`src/rtl/uart_tx_arbiter.sv`:
```
// Round-robin, packet-locking arbiter sharing one UART tx byte channel among NUM_REQ streams.
// Latency: req_valid in IDLE -> grant next cycle -> tx_valid one cycle later; one byte/cycle while tx_ready high.
// Backpressure: owner's req_ready follows (!tx_valid || tx_ready); a stalled owner holds the channel indefinitely.
module uart_tx_arbiter #(
    parameter int NUM_REQ    = 4,
    parameter int DATA_WIDTH = 8,
    parameter int MAX_BURST  = 16
) (
    input  logic                          clk,
    input  logic                          rst,
    input  logic [NUM_REQ-1:0]            req_valid,
    input  logic [NUM_REQ*DATA_WIDTH-1:0] req_data,
    input  logic [NUM_REQ-1:0]            req_last,
    output logic [NUM_REQ-1:0]            req_ready,
    output logic                          tx_valid,
    output logic [DATA_WIDTH-1:0]         tx_data,
    input  logic                          tx_ready,
    output logic [NUM_REQ-1:0]            grant,
    output logic                          busy
);
    localparam int PW = $clog2(NUM_REQ);
    localparam int BW = $clog2(MAX_BURST);

    typedef enum logic {IDLE = 1'b0, LOCK = 1'b1} state_t;

    state_t                state;
    logic [PW-1:0]         rr_ptr;
    logic [PW-1:0]         owner;
    logic [PW-1:0]         win_idx;
    logic                  win_vld;
    logic [BW-1:0]         burst_cnt;
    logic                  own_vld;
    logic                  own_last;
    logic [DATA_WIDTH-1:0] own_data;
    logic                  own_rdy;
    logic                  beat;
    logic                  release_now;

    function automatic logic [PW-1:0] rot(input logic [PW-1:0] base, input int k);
        int s;
        s = int'(base) + k;
        if (s >= NUM_REQ) s = s - NUM_REQ;
        return PW'(s);
    endfunction

    // Scan from the far end so the requester closest to rr_ptr is written last and wins.
    always_comb begin
        win_vld = 1'b0;
        win_idx = rr_ptr;
        for (int k = NUM_REQ - 1; k >= 0; k--) begin
            if (req_valid[rot(rr_ptr, k)]) begin
                win_vld = 1'b1;
                win_idx = rot(rr_ptr, k);
            end
        end
    end

    always_comb begin
        own_vld  = 1'b0;
        own_last = 1'b0;
        own_data = '0;
        for (int i = 0; i < NUM_REQ; i++) begin
            if (owner == PW'(i)) begin
                own_vld  = req_valid[i];
                own_last = req_last[i];
                own_data = req_data[i*DATA_WIDTH +: DATA_WIDTH];
            end
        end
    end

    assign own_rdy     = (state == LOCK) && (!tx_valid || tx_ready);
    assign beat        = own_rdy && own_vld;
    assign release_now = beat && (own_last || (burst_cnt == BW'(MAX_BURST - 1)));
    assign req_ready   = own_rdy ? grant : '0;
    assign busy        = (state == LOCK) || tx_valid;

    always_ff @(posedge clk or posedge rst) begin
        if (rst) begin
            state     <= IDLE;
            rr_ptr    <= '0;
            owner     <= '0;
            burst_cnt <= '0;
            grant     <= '0;
            tx_valid  <= 1'b0;
            tx_data   <= '0;
        end else begin
            // Load and drain share an edge, so a full register still takes a byte when tx_ready is high.
            if (beat) begin
                tx_valid <= 1'b1;
                tx_data  <= own_data;
            end else if (tx_ready) begin
                tx_valid <= 1'b0;
            end

            case (state)
                IDLE: begin
                    if (win_vld) begin
                        state     <= LOCK;
                        owner     <= win_idx;
                        grant     <= NUM_REQ'(1) << win_idx;
                        burst_cnt <= '0;
                    end
                end
                LOCK: begin
                    if (release_now) begin
                        state     <= IDLE;
                        grant     <= '0;
                        burst_cnt <= '0;
                        rr_ptr    <= (owner == PW'(NUM_REQ - 1)) ? '0 : owner + 1'b1;
                    end else if (beat) begin
                        burst_cnt <= burst_cnt + 1'b1;
                    end
                end
            endcase
        end
    end
endmodule

```
`config.mk`:
```
export PLATFORM = sky130hd
export DESIGN_NAME = uart_tx_arbiter
export DESIGN_NICKNAME = d
export VERILOG_FILES = /design/src/rtl/uart_tx_arbiter.sv
export SDC_FILE = /design/constraint.sdc
export NUM_CORES = 1
export LEC_CHECK = 0
export CORE_UTILIZATION = 38
export DETAILED_ROUTE_END_ITERATION = 10
export PLACE_DENSITY = 0.76
export SYNTH_ARGS = -nofsm -noshare
export SYNTH_HDL_FRONTEND = slang
export SYNTH_SLANG_ARGS = --single-unit
```
`constraint.sdc`:
```
create_clock -name clk -period 2 [get_ports clk]
set_input_delay 0.2 -clock clk [delete_from_list [all_inputs] [get_ports clk]]
set_output_delay 0.2 -clock clk [all_outputs]
set_load 0.005 [all_outputs]
```
==> run metrics <==
status completed; via/cell ratio 5.38; syn nets between 200 and 250; share of layout cells above drive strength 1 between 10% and 20%; Leak between 0.9 and 1 nW; worst-path maximum fanout 5; GRT Residual Overflow 0; Avg Synthesized Cell Area 9.06 sq um; Residual DRC 0; worst-case register-to-register setup slack between 0.015 and 0.02 ns; clock sinks 22; routed wire length per instance roughly 15 um; peak supply drop 0.583 mV; # nets final ~280; crit path DAT 2.13 ns; yosys warns 0; CP Capture Type register; initial DRC count between 70 and 80; final critical-path required period roughly 2 ns; diode count 0; top-level I/O count a little over 60; worst-path cell chain ha_4, nand3b_1, a221oi_2, buf_4, o221ai_4, a32oi_1, mux2i_1; GPL Wtd Cong around 0.80; Vias 1463; area share of fa/ha/maj cells after synthesis ~4.4%; Worst Reg2Reg Path Length in Cells 7; pwr dens roughly 1400 nW/um^2; ranking of synthesized cells by area dfrtp_1 39%, a221oi_1 4.9%, ha_1 4.4%, o21ai_0 3.9%, a21oi_1 3.5%; CTS tree built; cell depth of the worst setup path 7; Setup CP Type register to register; CTS Hold Bufs 0; vias in the first global route between 1000 and 1500; register area share after synthesis roughly two fifths; Post-Synth Simple-Gate Area between 10% and 20%; fin worst setup slack approximately 0.017 ns; unrepaired setup endpoints after global routing true; Worst Path Buf+Inv 1; Initial Util 41.0%; initial antenna violation count 0; Die ar. between 3000 and 4000 sq um; Clock Skew between 0.003 and 0.004 ns; fmax around 500 MHz; Hold WS between 0.2 and 0.3 ns; relative slew slack between 60% and 70%; Mapped Cells 157; final number of max-transition violations 0; FILL cells 293; Yosys cell types 39; Slew @ Worst Pin 0.515 ns; drt pass-1 iters 4; row cnt 21; worst skew pair latency about 0.26 ns; CTS buffer count 3; Synth Area in XOR/XNOR 0%; htree depth 1; Post-DP Area about 2100 sq um; clock root buffer clkbuf_8; Power Total around 3.1 mW; Setup-failing EPs final 0; Hold Vio Cnt, Final 0; CP Data Required Time between 2 and 2.5 ns; Die Wd around 63 um; synthesis-to-finish area growth 59.5%; largest net degree at the start of global routing 23; Detail Route Antenna Nets 0; first-pass GRT wire length roughly 6300 um; largest family of logic cells by synthesized area compound AO/OA/AOI/OAI gates; Slowest-stage cell, CP dfrtp_2; commonest non-fill, non-tap cell in the layout clkdlybuf4s50_1; Yosys top cell by area dfrtp_1; kind of start point of the critical path register; max cap viols 0; setup TNS 0 ns; Core Area about 3500 sq um; clock buffer depth 2; cell area after layout between 2000 and 2500 sq um; mux cell area share after synthesis between 1.5 and 2%; most frequent cells in the layout 60 x clkdlybuf4s50_1, 21 x dfrtp_1, 14 x buf_4; share of the synthesized area in the top cell type between 30% and 40%; FF/Latch Area 552 sq um; Tot GR Track Use between 10% and 20%; CTS clk-pin slew, worst paths 0.08 ns; fin crit share 99.2%; Die H 63.2 um; area of the multi-input gates between 800 and 900 sq um; Hold Path Class input pin to async pin; post-synthesis compound-gate area fraction approximately 29%; CP top delay family compound AO/OA/AOI/OAI gates; pre-CTS setup slack -0.0222 ns; IO Port Bufs 60; CP peak stage delay 0.47 ns; synthesized area 1420 sq um; synthesized flop and latch total 22; final WL about 3900 um; post-DP HPWL approximately 3000 um
-- worst paths after layout --
path | end | from
hold / removal | state | rst
max in group asynchronous | owner[0] | rst
min in group clk | tx_data[4] | tx_data[4]
setup reg to reg | burst_cnt[2] | owner[0]
hold reg to reg | tx_data[4] | tx_data[4]
setup / recovery | burst_cnt[2] | owner[0]
-- stage by stage --
step	instances	utilization [%]
2_1_floorplan	157	-
3_3_place_gp	266	61.1
3_5_place_dp	266	61.1
4_1_cts	270	62.8
5_1_grt	272	65.4
6_report	272	65.4
-- registers in the layout, summed over array words and instances (netlist names) --
| register | count |
|---|---|
| tx_valid | 1 |
| burst_cnt | 4 |
| state | 1 |
| rr_ptr | 2 |
| owner | 2 |
| grant | 4 |
| tx_data | 8 |
-- what timing repair did --
item                                    4_1_cts  5_1_grt
hold endpoints to repair                      0        0
gates resized for setup                       2       15
buffers inserted                              0        2
pin swaps                                     0        6
cloned                                        0        0
endpoints found under the setup margin        4       15
-- synthesized netlist by cell type --
library cell	instances
a21oi_1	10
ha_1	5
nor2_1	4
a32oi_1	1
mux2_4	1
o221ai_2	1
nor3_1	10
nor2b_1	8
a22o_1	3
o22ai_1	4
o21a_1	1
a221oi_1	8
and3_1	4
a222oi_1	1
a32o_1	3
a31oi_1	1
o21ai_0	11
o2bb2ai_1	2
or2_2	3
nor4_1	1
clkbuf_1	2
nand2_1	13
nor2_2	1
and2b_2	1
a221oi_2	1
and2_1	2
inv_1	11
o31ai_1	2
a21oi_4	1
buf_2	5
o21ai_1	3
a221oi_4	1
buf_6	1
nand3b_1	2
dfrtp_1	22
buf_4	1
nand2b_1	1
mux2i_1	1
nand3_1	4
-- layer usage --
metal	GRT usage (%)	wire length (um)	up-vias
met5	0	0	-
met4	6.53	31	0
met3	1.99	177	4
met2	34.7	2040	54
met1	25.3	1700	688
li1	-	-	717
-- tightest hold or removal path, stage by stage --
cell and delay, ns:
clkdlybuf4s50_1 0.40, inv_1 0.05, buf_4 0.28
-- where the power goes --
group	switching, mW	internal (mW)
Combinational	0.953	1.06
Clock	0.139	0.175
Sequential	0.161	0.638
Total	1.25	1.87
-- area by class of cell --
class / instances / share of cell area, %
flip-flops and latches: 22 / 24.3
clock buffers: 4 / 2.43
multi-input cells: 115 / 37.7
well taps: 46 / 2.54
inverters: 11 / 1.93
repair buffers: 74 / 31.1
-- cell families after synthesis --
| kind of cell | count (synthesis) |
|---|---|
| buf+inv | 20 |
| fa+ha+maj | 5 |
| mux | 2 |
| simple gates | 54 |
| flops | 22 |
| compound gates | 54 |
No activity file was read; power rests on OpenSTA's default activity.
